`src/rtl/fb_pkg.sv`:
```
// rtl/fb_pkg.sv - shared types and helpers for the framebuffer ring controller family
// Contents: control FSM states, arbiter phase encoding, modulo-N increment.
package fb_pkg;

    typedef enum logic [1:0] {
        S_RESET     = 2'd0,
        S_INIT      = 2'd1,
        S_INIT_WAIT = 2'd2,
        S_STREAM    = 2'd3
    } fsm_state_t;

    typedef enum logic {
        WR = 1'b0,
        RD = 1'b1
    } phase_t;

    // Increment that wraps at n rather than at a power of two.
    function automatic logic [31:0] mod_inc(input logic [31:0] v, input int unsigned n);
        return (v >= n - 1) ? 32'd0 : v + 32'd1;
    endfunction

endpackage

```
`src/rtl/fb_burst_arb.sv`:
```
// rtl/fb_burst_arb.sv - work-conserving write/read burst arbiter for one shared memory port
// Ports: clk, reset (sync, active-high); wreq/rreq request terms; avl_ready beat
// acceptance; phase = side that currently owns the port.
module fb_burst_arb
    import fb_pkg::*;
#(
    parameter int BURST_LEN = 8
) (
    input  logic   clk,
    input  logic   reset,
    input  logic   wreq,
    input  logic   rreq,
    input  logic   avl_ready,
    output phase_t phase
);

    localparam int BW = (BURST_LEN > 1) ? $clog2(BURST_LEN) : 1;

    phase_t          phase_q, phase_d;
    logic [BW-1:0]   beat_cnt_q, beat_cnt_d;
    logic            cur_req, oth_req;

    always_comb begin
        cur_req    = (phase_q == WR) ? wreq : rreq;
        oth_req    = (phase_q == WR) ? rreq : wreq;
        phase_d    = phase_q;
        beat_cnt_d = beat_cnt_q;
        if (cur_req && avl_ready) begin
            if (beat_cnt_q == BW'(BURST_LEN - 1)) begin
                phase_d    = (phase_q == WR) ? RD : WR;
                beat_cnt_d = '0;
            end else begin
                beat_cnt_d = beat_cnt_q + 1'b1;
            end
        end else if (!cur_req && oth_req) begin
            // Idle owner hands the port over at once instead of burning a burst slot.
            phase_d    = (phase_q == WR) ? RD : WR;
            beat_cnt_d = '0;
        end
    end

    always_ff @(posedge clk) begin
        if (reset) begin
            phase_q    <= WR;
            beat_cnt_q <= '0;
        end else begin
            phase_q    <= phase_d;
            beat_cnt_q <= beat_cnt_d;
        end
    end

    assign phase = phase_q;

endmodule

```
`src/rtl/fb_ring_ctrl.sv`:
```
// rtl/fb_ring_ctrl.sv - init sequencer plus NUM_FB-deep framebuffer ring with burst arbitration
// Ports: clk, reset (sync, active-high); init_done/init_start handshake; wr/rd_frame_done
// frame pulses; memory and FIFO status inputs; memory/FIFO enables; ring indices,
// rd_valid, streaming; saturating skip_cnt and repeat_cnt.
module fb_ring_ctrl
    import fb_pkg::*;
#(
    parameter int NUM_FB          = 3,
    parameter int FB_W            = 4,
    parameter int BURST_LEN       = 8,
    parameter int READS_PER_FRAME = 2,
    parameter int CNT_W           = 16
) (
    input  logic             clk,
    input  logic             reset,
    input  logic             init_done,
    output logic             init_start,
    input  logic             wr_frame_done,
    input  logic             rd_frame_done,
    input  logic             avl_ready,
    input  logic             cam_rdempty,
    input  logic             adv_wrfull,
    input  logic             adv_rdempty,
    input  logic             hdmi_de,
    input  logic             rd_data_valid,
    output logic             wr_en,
    output logic             rd_en,
    output logic             rdreq_cam,
    output logic             wrreq_adv,
    output logic             rdreq_adv,
    output logic [FB_W-1:0]  wr_fb_idx,
    output logic [FB_W-1:0]  rd_fb_idx,
    output logic             rd_valid,
    output logic             streaming,
    output logic [CNT_W-1:0] skip_cnt,
    output logic [CNT_W-1:0] repeat_cnt
);

    if (NUM_FB < 3 || NUM_FB > 16) begin : g_bad_num_fb
        $error("fb_ring_ctrl: NUM_FB must be in 3..16");
    end
    if ((2 ** FB_W) < NUM_FB) begin : g_bad_fb_w
        $error("fb_ring_ctrl: FB_W too narrow for NUM_FB");
    end

    localparam int PASS_W = 4;

    function automatic logic [FB_W-1:0] fb_inc(input logic [FB_W-1:0] v);
        return FB_W'(mod_inc(32'(v), NUM_FB));
    endfunction

    // Control FSM
    fsm_state_t state_q, state_d;

    always_comb begin
        state_d = state_q;
        case (state_q)
            S_RESET:     state_d = S_INIT;
            S_INIT:      state_d = S_INIT_WAIT;
            S_INIT_WAIT: if (init_done) state_d = S_STREAM;
            S_STREAM:    state_d = S_STREAM;
            default:     state_d = S_RESET;
        endcase
    end

    assign streaming  = (state_q == S_STREAM);
    assign init_start = (state_q == S_INIT);

    // Arbitration and enables
    logic   wreq, rreq;
    phase_t phase;

    assign wreq = streaming & ~cam_rdempty;
    assign rreq = streaming & rd_valid & ~adv_wrfull & hdmi_de;

    fb_burst_arb #(.BURST_LEN(BURST_LEN)) u_arb (
        .clk       (clk),
        .reset     (reset),
        .wreq      (wreq),
        .rreq      (rreq),
        .avl_ready (avl_ready),
        .phase     (phase)
    );

    assign wr_en     = wreq & (phase == WR);
    assign rd_en     = rreq & (phase == RD);
    assign rdreq_cam = wr_en & avl_ready;
    assign wrreq_adv = streaming & rd_data_valid;
    assign rdreq_adv = streaming & hdmi_de & ~adv_rdempty;

    // Buffer ring
    logic [FB_W-1:0]   wr_fb_idx_q, wr_fb_idx_d, rd_fb_idx_q, rd_fb_idx_d;
    logic [FB_W-1:0]   last_done_q, last_done_d, wr_step;
    logic              rd_valid_q, rd_valid_d, last_valid_q, last_valid_d;
    logic              last_taken_q, last_taken_d, take, wr_done, rd_done;
    logic [PASS_W-1:0] rd_pass_q, rd_pass_d;
    logic [CNT_W-1:0]  skip_cnt_q, skip_cnt_d, repeat_cnt_q, repeat_cnt_d;

    always_comb begin
        wr_done      = streaming & wr_frame_done;
        rd_done      = streaming & rd_frame_done;
        take         = 1'b0;
        rd_valid_d   = rd_valid_q;
        rd_pass_d    = rd_pass_q;
        repeat_cnt_d = repeat_cnt_q;
        skip_cnt_d   = skip_cnt_q;
        last_done_d  = last_done_q;
        last_valid_d = last_valid_q;
        last_taken_d = last_taken_q;
        wr_fb_idx_d  = wr_fb_idx_q;
        wr_step      = fb_inc(wr_fb_idx_q);

        // Reader first: its choice (rd_fb_idx_d) is what the writer must avoid.
        if (!rd_valid_q && last_valid_q) begin
            take       = 1'b1;
            rd_valid_d = 1'b1;
        end else if (rd_done && rd_valid_q) begin
            if (rd_pass_q == PASS_W'(READS_PER_FRAME - 1)) begin
                rd_pass_d = '0;
                if (!last_taken_q) begin
                    take = 1'b1;
                end else if (repeat_cnt_q != '1) begin
                    repeat_cnt_d = repeat_cnt_q + 1'b1;
                end
            end else begin
                rd_pass_d = rd_pass_q + 1'b1;
            end
        end
        rd_fb_idx_d = take ? last_done_q : rd_fb_idx_q;
        if (take) begin
            last_taken_d = 1'b1;
        end

        // Writer: the just-finished buffer becomes the fresh candidate even if the
        // reader grabbed the previous candidate in this same cycle.
        if (wr_done) begin
            if (last_valid_q && !last_taken_q && !take && skip_cnt_q != '1) begin
                skip_cnt_d = skip_cnt_q + 1'b1;
            end
            last_done_d  = wr_fb_idx_q;
            last_valid_d = 1'b1;
            last_taken_d = 1'b0;
            wr_fb_idx_d  = (rd_valid_d && wr_step == rd_fb_idx_d) ? fb_inc(wr_step) : wr_step;
        end
    end

    always_ff @(posedge clk) begin
        if (reset) begin
            state_q      <= S_RESET;
            wr_fb_idx_q  <= '0;
            rd_fb_idx_q  <= '0;
            rd_valid_q   <= 1'b0;
            last_done_q  <= '0;
            last_valid_q <= 1'b0;
            last_taken_q <= 1'b0;
            rd_pass_q    <= '0;
            skip_cnt_q   <= '0;
            repeat_cnt_q <= '0;
        end else begin
            state_q      <= state_d;
            wr_fb_idx_q  <= wr_fb_idx_d;
            rd_fb_idx_q  <= rd_fb_idx_d;
            rd_valid_q   <= rd_valid_d;
            last_done_q  <= last_done_d;
            last_valid_q <= last_valid_d;
            last_taken_q <= last_taken_d;
            rd_pass_q    <= rd_pass_d;
            skip_cnt_q   <= skip_cnt_d;
            repeat_cnt_q <= repeat_cnt_d;
        end
    end

    assign wr_fb_idx  = wr_fb_idx_q;
    assign rd_fb_idx  = rd_fb_idx_q;
    assign rd_valid   = rd_valid_q;
    assign skip_cnt   = skip_cnt_q;
    assign repeat_cnt = repeat_cnt_q;

endmodule

```
`config.mk`:
```
export PLATFORM = sky130hd
export DESIGN_NAME = fb_ring_ctrl
export DESIGN_NICKNAME = d
export VERILOG_FILES = /design/src/rtl/fb_pkg.sv /design/src/rtl/fb_burst_arb.sv /design/src/rtl/fb_ring_ctrl.sv
export SDC_FILE = /design/constraint.sdc
export NUM_CORES = 1
export LEC_CHECK = 0
export ABC_CLOCK_PERIOD_IN_PS = 2200
export CAP_MARGIN = 5
export CORE_MARGIN = 2
export CORE_UTILIZATION = 46
export CTS_CLUSTER_DIAMETER = 40
export DETAILED_ROUTE_END_ITERATION = 10
export HOLD_SLACK_MARGIN = 0.1
export PLACE_DENSITY = 0.76
export SETUP_SLACK_MARGIN = 0.5
export SYNTH_ARGS = -nofsm -noshare
export SYNTH_HDL_FRONTEND = slang
export SYNTH_SLANG_ARGS = --single-unit
```
`constraint.sdc`:
```
create_clock -name clk -period 2.2 [get_ports clk]
set_input_delay 0.44 -clock clk [delete_from_list [all_inputs] [get_ports clk]]
set_output_delay 0.44 -clock clk [all_outputs]
set_load 0.03 [all_outputs]
```
==> results of run 1 <==
## final timing paths
path / startpoint / to / slack (ns) / cells after the start
worst min-delay path: last_done_q[0] / last_done_q[0] / 0.48 / 2
worst max-delay path: rd_pass_q[2] / wr_fb_idx[2] / -0.08 / 8
worst max register to register: rd_pass_q[2] / wr_fb_idx[2] / -0.08 / 8
worst min register to register: last_done_q[0] / last_done_q[0] / 0.48 / 2
## critical path: cells and delay by family (launching register included)
family                    cells  cell delay (ns)
xor gates and xnor gates      1             0.16
buffers and inverters         1             0.18
DFF                           1             0.32
muxes                         2             0.42
and+or+nand+nor               1             0.39
AOI/OAI and AO/OA             3             0.71
## cells in the mapped netlist (all sizes together), types with 4 or more instances
library cell	count	share of area (%)
nand3	10	1.8
or3	12	2.8
o21ai	10	1.8
and4	6	1.9
clkbuf	9	1.2
nor3	8	1.5
nor4	4	1.1
inv	12	1.7
dfxtp	57	42
nand2	35	4.8
nand4	11	2.5
a21oi	17	3.1
xnor2	16	5.1
nor2	56	8.0
ha	8	3.7
mux2i	7	3.0
and3	5	1.1
xor2	13	4.4
## cell families after synthesis
group,count (synthesis),synth area share [%]
AOI/OAI and AO/OA,38,9.359
xor gates and xnor gates,29,9.587
adders and majority gates,8,3.670
buffers and inverters,24,3.623
DFF,57,41.83
muxes,7,3.028
and+or+nand+nor,160,28.90
## final cells by class
type                       count  area (sq um)
tap                           75         93.84
timing repair buffer         126          1117
inverter                      13         51.30
sequential                    57          1195
clock buffer                  11         131.4
clock inverter                 5         103.9
multi-input combinational    243          1904
fill                         395          1219
## state kept, by name, indices dropped and copies added, names as in the netlist
signal and count:
rd_pass_q 4, state_q 2, u_arb.phase 1, wr_fb_idx 4, last_taken_q 1, rd_fb_idx 4, repeat_cnt 16, u_arb.beat_cnt_q 3
skip_cnt 16, last_done_q 4, rd_valid 1, last_valid_q 1
## repair_timing
action,in CTS,in global routing
resized for setup,113,54
pin swaps,27,35
setup buffers,14,19
cloned,1,0
endpoints found under the setup margin,83,47
## metal layers
metal | global-route usage [%] | vias to the layer above | wire (microns) | share of wire (%)
li1 | - | 1373 | - | -
met2 | 39.92 | 77 | 4295 | 53
met5 | 0 | - | 0 | 0
met3 | 4.222 | 20 | 301 | 3.7
met1 | 27.63 | 1369 | 3301 | 41
met4 | 13.22 | 0 | 205 | 2.5
## per-stage QoR
| step | hold WS, ns | std cells |
|---|---|---|
| after floorplan | 0.4357 | 323 |
| after global routing | 0.5048 | 530 |
| after global placement | 0.4541 | 480 |
| after CTS | 0.4632 | 511 |
| after detailed placement | 0.4539 | 480 |
| final | 0.4762 | 530 |
## report_power, final
part	internal (mW)	switching [mW]	leakage, nW
sequential	1.03	0.00908	0.473
clock	0.754	0.439	0.118
combinational	0.0895	0.0979	1.37
==> impl_metrics.yaml, run 1 <==
floorplanning:
  io_pins: 59
  floorplan.die.width_microns: 81.01
  core_area_sq_mm: 0.005816
  rows: 28
  die_area_sq_mm: 0.006562
  die_y_microns: 81.01
  initial_core_util_pct: 46.90
power_and_ir_drop:
  power_leakage_nw: 1.957
  power.density_mw_per_mm2: 526.1
  finalPower_mw: 2.418
  ir_worst_vdd_v: 0.0004532
clock_network:
  ctsHoldBuffers: 0
  cts_tree: "done"
  ctsRootBufferMaster: "sky130_fd_sc_hd__clkbuf_8"
  cts.reportedPaths.clkPinSlew_ns: 0.07
  cts.htree.levels: 3
  numCtsBuffers: 9
  insertion_delay_ns: 0.34
  cts_buffer_depth: 2
  cts_num_sinks: 57
drt:
  wire_per_inst_microns: 15.29
  drc: 0
  antenna_violating_nets_left: 0
  dr_total_vias: 2839
  dr.pass1.iters: 4
  average_via_count_per_standard_cell: 5.357
  drt-initial-drc-count: 120
  finalWirelength_microns: 8103
status:
  outcome: "complete, but fails checks"
  failed_checks: "setup timing"
setup_path:
  path_max_fanout: 5
  setup.worst_path.start_class: "register"
  critical_path_required_ns: 2.43
  crit_arrival_ns: 2.50
  cp_slowest_cell: "sky130_fd_sc_hd__or3_4"
  slowest_delay_ns: 0.39
  critPathCaptureType: "register"
  critical_path.cell_chain: "or3_4, o31a_1, mux2i_2, xnor2_1, o2111ai_2, buf_4, mux2i_1, a21o_1"
  critPathKind: "reg -> reg"
logic_synthesis:
  synth.ff_latch_count: 57
  syn_area_sq_mm: 0.002728
  count_of_flip_flops_with_a_built_in_enable_after_synthesis: 0
  postSynthCellCount: 323
  syn-mean-instance-area_sq_um: 8.445
  synth-seq-area-share_pct: 41.83
  nets_in_the_synthesized_netlist: 342
  ys_async_sr_fraction_pct: 0
  synth_flop_cell: "sky130_fd_sc_hd__dfxtp_1"
  yosysUniqueCellTypes: 46
  yosys_warnings: 0
timing:
  finalWorstPathRequiredPeriod_ns: 2.277
  final-setup-viol-count: 3
  slew_headroom_pct: 66.68
  min_period_over_period_pct: 103.5
  finalSetupTns_ns: -0.1935
  fmax_mhz: 439.2
  hold_violations: 0
  post-route-worst-setup-slack_ns: -0.07671
  clock_skew_ns: 0.01130
  timing_max_transition_violations_final: 0
  timing_worst_slew_pin_value_ns: 0.4961
  rsz_0062_raised_after_global_routing: "yes"
layout:
  fin_util_pct: 79.04
  num-nets-final: 469
  flow.area_growth_from_synthesis_pct: 68.53
  layout-drive-gt1-share_pct: 41.98
  antenna-diode-count: 0
  finalInstanceArea_sq_mm: 0.004597
  mostFrequentLayoutCells: "sky130_fd_sc_hd__nor2_1, sky130_fd_sc_hd__buf_4, sky130_fd_sc_hd__dlygate4sd2_1"
grt:
  first_global_vias: 2669
  antenna_found_initial: 0
  grt_first_pass_wirelength_microns: 11950
  largest_net_degree_at_the_start_of_global_routing: 22
  overall_fraction_of_global_route_tracks_in_use_pct: 23.41
  overflow: 0
place:
  post-place-ws_ns: -0.4892
  detailed_place_hpwl_microns: 4430
  gpl.final_weighted_congestion: 0.8322
  io_buffer_count: 58
  dpl_cell_area_sq_mm: 0.003745
job:
  timing.max_cap.violations: 0
worst_hold_path:
  hold_class: "reg -> reg"
Power figures use the tool's default switching activity.
==> inputs of run 2 (changes only) <==
CTS_CLUSTER_SIZE = 40   (was unset)
==> results of run 2 <==
Final layout, timing and power as in run 1 (identical DEF).
==> inputs of run 3 (changes only) <==
CORE_ASPECT_RATIO = 0.9   (was unset)
SYNTH_HIERARCHICAL = 1   (was unset)
==> impl_metrics.yaml, run 3 <==
logic_synthesis:
  ys_async_sr_fraction_pct: 0
  yosys_warnings: 6
  yosysUniqueCellTypes: 45
  synth_fa_ha_area_share_pct: 3.668
  netlist_top_cells_area: "sky130_fd_sc_hd__dfxtp_1, sky130_fd_sc_hd__nor2_1, sky130_fd_sc_hd__xor2_1, sky130_fd_sc_hd__xnor2_1, sky130_fd_sc_hd__nand2_1"
  synth-compound-area-share_pct: 8.207
  count_of_flip_flops_with_a_built_in_enable_after_synthesis: 0
  synth_flop_cell: "sky130_fd_sc_hd__dfxtp_1"
  yosys.area_share.xor_xnor_pct: 10.59
  syn-mean-instance-area_sq_um: 8.663
  nets_in_the_synthesized_netlist: 334
  synth_top_cell_by_area: "sky130_fd_sc_hd__dfxtp_1"
  syn_area_sq_mm: 0.002729
  synth.ff_latch_count: 57
  synth-simple-area-share_pct: 29.67
  synth_largest_type_area_fraction_pct: 41.82
  postSynthCellCount: 315
  synth-seq-area-share_pct: 41.82
  dominant_combinational_cell_family_by_area_after_synthesis: "simple AND/OR/NAND/NOR gates"
  synth.most_common_cell: "sky130_fd_sc_hd__dfxtp_1"
  synth.cells.most_frequent: "sky130_fd_sc_hd__dfxtp_1, sky130_fd_sc_hd__nor2_1, sky130_fd_sc_hd__nand2_1"
  synthMuxAreaShare_pct: 3.164
clock_network:
  ctsRootBufferMaster: "sky130_fd_sc_hd__clkbuf_8"
  cts_num_sinks: 57
  cts_buffer_depth: 2
  insertion_delay_ns: 0.35
  cts.htree.levels: 3
  cts_tree: "done"
  cts.reportedPaths.clkPinSlew_ns: 0.06
  numCtsBuffers: 9
timing:
  timing_worst_slew_pin_value_ns: 0.4271
  hold_slack_ns: 0.4215
  finalWorstPathRequiredPeriod_ns: 2.303
  hold_violations: 0
  min_period_over_period_pct: 104.7
  clock_skew_ns: 0.01056
  post-route-worst-setup-slack_ns: -0.1033
  fmax_mhz: 434.2
  rsz_0062_raised_after_global_routing: "yes"
  slew_headroom_pct: 71.53
  final-setup-viol-count: 3
  timing_max_transition_violations_final: 0
place:
  detailed_place_hpwl_microns: 4645
  gpl.final_weighted_congestion: 0.8259
  post-place-ws_ns: -0.5885
  dp.cells: 470
  io_buffer_count: 58
floorplanning:
  die_y_microns: 77.07
  core_area_sq_mm: 0.005693
  floorplan.die.width_microns: 85.19
  initial_core_util_pct: 47.93
  rows: 26
  die_area_sq_mm: 0.006565
  io_pins: 59
drt:
  dr_total_vias: 2773
  average_via_count_per_standard_cell: 5.353
  dr.pass1.iters: 4
  drt-initial-drc-count: 128
  wire_per_inst_microns: 15.42
  antenna_violating_nets_left: 0
  finalWirelength_microns: 7986
  drc: 0
setup_path:
  critical_path_required_ns: 2.43
  setup.worst_path.start_class: "register"
  path_max_fanout: 3
  crit_arrival_ns: 2.53
  critPathCaptureType: "register"
  critPathKind: "reg -> reg"
worst_hold_path:
  hold_class: "in -> reg"
layout:
  num-nets-final: 462
  instances_no_fill: 518
  layout.cells.most_common: "sky130_fd_sc_hd__nor2_1"
  layout-drive-gt1-share_pct: 41.74
  antenna-diode-count: 0
  final.fill_count: 331
  mostFrequentLayoutCells: "sky130_fd_sc_hd__nor2_1, sky130_fd_sc_hd__buf_4, sky130_fd_sc_hd__dlygate4sd2_1"
  fin_util_pct: 82.07
  flow.area_growth_from_synthesis_pct: 71.21
power_and_ir_drop:
  seq_power_share_pct: 47.3
  switching_power_mw: 0.5523
  power_leakage_nw: 1.940
  power.density_mw_per_mm2: 469.6
  power.share.switching_pct: 25.17
  intPower_mw: 1.642
  ir_worst_vdd_v: 0.0004693
  power.share.clock_pct: 44.0
  pwr-share-comb_pct: 8.8
grt:
  largest_net_degree_at_the_start_of_global_routing: 38
  antenna_found_initial: 0
  grt_first_pass_wirelength_microns: 12120
  first_global_vias: 2628
  overall_fraction_of_global_route_tracks_in_use_pct: 23.11
  overflow: 0
status:
  failed_checks: "setup timing"
  outcome: "complete, but fails checks"
job:
  timing.max_cap.violations: 0
==> run 3: kinds of logic (layout without fill, tap and decap cells) <==
logic type	count (synthesis)	after routing
simple gates	160	160
flops	57	57
xor+xnor	33	33
compound gates	31	31
buf+inv	19	152
fa+ha+maj	8	8
mux	7	7
==> run 3: path summary, 6_finish.rpt <==
kind	from	to	slack [ns]	depth (start not counted)
worst max-delay path	wr_fb_idx[0]	wr_fb_idx[0]	-0.10	8
worst min-delay path	reset	state_q[0]	0.42	2
worst max register to register	wr_fb_idx[0]	wr_fb_idx[0]	-0.10	8
worst min register to register	last_done_q[2]	last_done_q[2]	0.47	2
==> run 3: cell type report <==
type | instances | area [sq um] | area share (%)
Multi-Input combinational cell | 239 | 2023 | 43.30
Clock buffer | 9 | 123.9 | 2.651
Inverter | 10 | 40.04 | 0.8570
Sequential cell | 57 | 1189 | 25.44
Timing Repair Buffer | 126 | 1137 | 24.34
Clock inverter | 7 | 71.32 | 1.527
Tap cell | 70 | 87.58 | 1.875
==> run 3: timing repair <==
item                                    in CTS  in global routing
pin swaps                                   32                 24
setup buffers                               15                 16
gates cloned                                 0                  1
gates resized for setup                    116                 41
endpoints found under the setup margin      84                 49
hold endpoints to repair                     0                  0
hold buffers                                 0                  0
==> run 3: power by group through the flow <==
stage	Combinational (mW)	Clock, mW	Sequential, mW
floorplan	0.0754	0	1.07
finish	0.192	0.965	1.04
global route	0.204	1.04	1.04
global placement	0.153	0	1.06
detailed placement	0.155	0	1.06
CTS	0.177	0.972	1.04
==> run 3: routing by layer <==
layer	share of wire (%)	GRT usage (%)	up-vias	wire, microns
li1	-	-	1368	-
met1	44	29.56	1313	3553
met2	48	36.48	82	3812
met3	6.4	8.288	10	513
met4	1.3	7.143	0	106
met5	0	0	-	0
==> run 3: critical path, cell delays in order (launching register included) <==
cell and delay (ns):
sky130_fd_sc_hd__dfxtp_4 0.35, sky130_fd_sc_hd__inv_2 0.04, sky130_fd_sc_hd__ha_4 0.15, sky130_fd_sc_hd__or4_4 0.47, sky130_fd_sc_hd__nor2_4 0.13, sky130_fd_sc_hd__buf_6 0.13, sky130_fd_sc_hd__xnor2_4 0.07, sky130_fd_sc_hd__or4_4 0.53
sky130_fd_sc_hd__a221o_1 0.32
==> run 3: metrics by stage <==
stage               cell area [sq um]  power, mW  TNS, ns
floorplan                        3022      1.144  -0.3678
global placement                 3884      1.213   -2.813
detailed placement               3884      1.215   -3.501
CTS                              4369      2.185  -0.2368
global route                     4672      2.278  -0.4519
finish                           4672      2.194  -0.2730
==> patch (settings of run 1) <==
Re-encode `fsm_state_t` (4 states) as one-hot, 4 bits wide.
--- a/src/rtl/fb_pkg.sv
+++ b/src/rtl/fb_pkg.sv
@@ -3,9 +3,9 @@
 package fb_pkg;
 
-    typedef enum logic [1:0] {
-        S_RESET     = 2'd0,
-        S_INIT      = 2'd1,
-        S_INIT_WAIT = 2'd2,
-        S_STREAM    = 2'd3
+    typedef enum logic [3:0] {
+        S_RESET     = 4'b0001,
+        S_INIT      = 4'b0010,
+        S_INIT_WAIT = 4'b0100,
+        S_STREAM    = 4'b1000
     } fsm_state_t;
 
Formal check against the unedited RTL: same outputs for any inputs over 10 cycles, from zero or initial values and one cycle with reset high; not proved beyond that.
==> patch against run 1 <==
  * The run still ends with setup timing left
  * Die area increased by 7.3%
  * Cell area increased by 2.1%
  * Worst hold slack got worse by 0.14 ns
  * Sequential power increased by 4%
  * Sequential cell count increased by 2
  * Worst setup slack got worse by 0.038 ns
  * Wire length decreased by 0.46%
  * Utilization decreased by 4.3 points
  * Final cell count increased by 2.3%
  * Synthesized area increased by 7.7%
  * Power decreased by 13%
  * Non-clock buffer count decreased by 17
  * Critical path type unchanged
  * Critical endpoint is now wr_fb_idx[1]
==> patch: results (changes against run 1) <==
nets 479 (+2.1%); gr usage total 0.2184 (-0.01563); First DRT Iteration DRCs 128 (+6.7%); first-pass GRT wire length 12500 um (+4.6%); final-layout setup total negative slack -0.3349 ns (-0.1414 ns); run status finished, violations left; critical path fanouts, max 2 (-3); worst setup slack after layout -0.1148 ns (-0.03804 ns); final hold slack 0.3409 ns (-0.1353 ns); sequential-to-total area share from yosys stat 0.4022 (-0.01613); top cells by count, synth 59 x sky130_fd_sc_hd__dfxtp_1, 58 x sky130_fd_sc_hd__nor2_1, 21 x sky130_fd_sc_hd__nand2_1; CP peak stage delay 0.53 ns (+0.14 ns); length of the first detailed-routing pass in iterations 5 (+1); kind of cell with the highest combined delay on the critical path simple AND/OR/NAND/NOR gates; Leak 1.916 nW (-2.1%); met2 Track Usage GR 0.3564 (-0.04281); pin count of the biggest net entering global routing 38 (+73%); worst min-delay path class in2reg; Mapped Cells 352 (+9.0%); Crit-path slowest cell sky130_fd_sc_hd__or4_4; violations in the final reports setup timing; wire length on met3 339 um (+13%); met2 wirelength from detailed routing 4039 um (-6.0%); sum of net half-perimeters after detailed placement 5124 um (+16%); minimum setup slack after placement -0.3055 ns (+0.1837 ns); weighted congestion reported at the end of routability-driven placement 0.8898 (+6.9%); Mapped Nets 371 (+8.5%); adder-cell area share of the yosys netlist 0.03409 (-0.002611); number of library cell types mapped by synthesis 50 (+8.7%); number of global-route vias before repair 2679 (+0.37%); Tot Pwr 2.098 mW (-13%); Worst slew margin 0.6933 (+0.02651); xor/xnor cell area share of the yosys netlist 0.08948 (-0.006396); ranking of synthesized cells by area sky130_fd_sc_hd__dfxtp_1 40%, sky130_fd_sc_hd__nor2_1 7.4%, sky130_fd_sc_hd__xnor2_1 4.8%; dpl cell area 0.004098 mm2 (+9.4%); met1 track utilization from global routing 0.2782 (+0.001908); number of placed instances, taps included 506 (+5.4%); GR Util met3 0.05836 (+0.01614); Critical Path Start wr_fb_idx[1]; critical path arrival 2.56 ns (+0.06 ns); startpoint of the most critical hold path reset; Worst setup endpoint wr_fb_idx[1]; number of endpoints failing setup at the final stage 6 (+3); share of the synthesized area in compound gates (AO/OA/AOI/OAI) 0.1069 (+0.01337); share of cells above drive strength 1 0.3527 (-0.06709); setup clock skew after layout 0.006345 ns (-0.004952 ns); final cell count without fillers 542 (+2.3%); worst r2r path cells 9 (+1); WL met1 3630 um (+10%); average wire per standard cell 14.88 um (-2.7%); number of vias per cell 5.607 (+4.7%); worst-case hold path end point rd_fb_idx[2]; Worst IR Drop VDD 0.0003647 V (-20%)
[patch: changes by cell type in the layout (fill, tap and decap cells not counted), sizes merged, moves of 5 or more]
cell and change:
buf -16, dlygate4sd2 -9, nand2 -12, nor4 +5
[patch: report_power, final]
group	internal, mW	switching [mW]	leakage [nW]
clock network	0.461	0.429	0.0949
registers	1.08	0.00573	0.485
logic	0.0584	0.0668	1.34
total	1.60	0.501	1.92
[patch: timing repair]
item / in CTS / in global routing
pin swaps: 22 / 16
gates cloned: 2 / 0
gates resized for setup: 100 / 33
setup buffers: 11 / 7
setup endpoints to repair: 90 / 56
[patch: area by class of cell]
class | instances | area, um2
Sequential cell | 59 | 1207
Fill cell | 436 | 1585
Clock inverter | 5 | 27.53
Clock buffer | 11 | 151.4
Timing Repair Buffer | 109 | 1006
Tap cell | 77 | 96.34
Multi-Input combinational cell | 272 | 2165
Inverter | 9 | 38.79
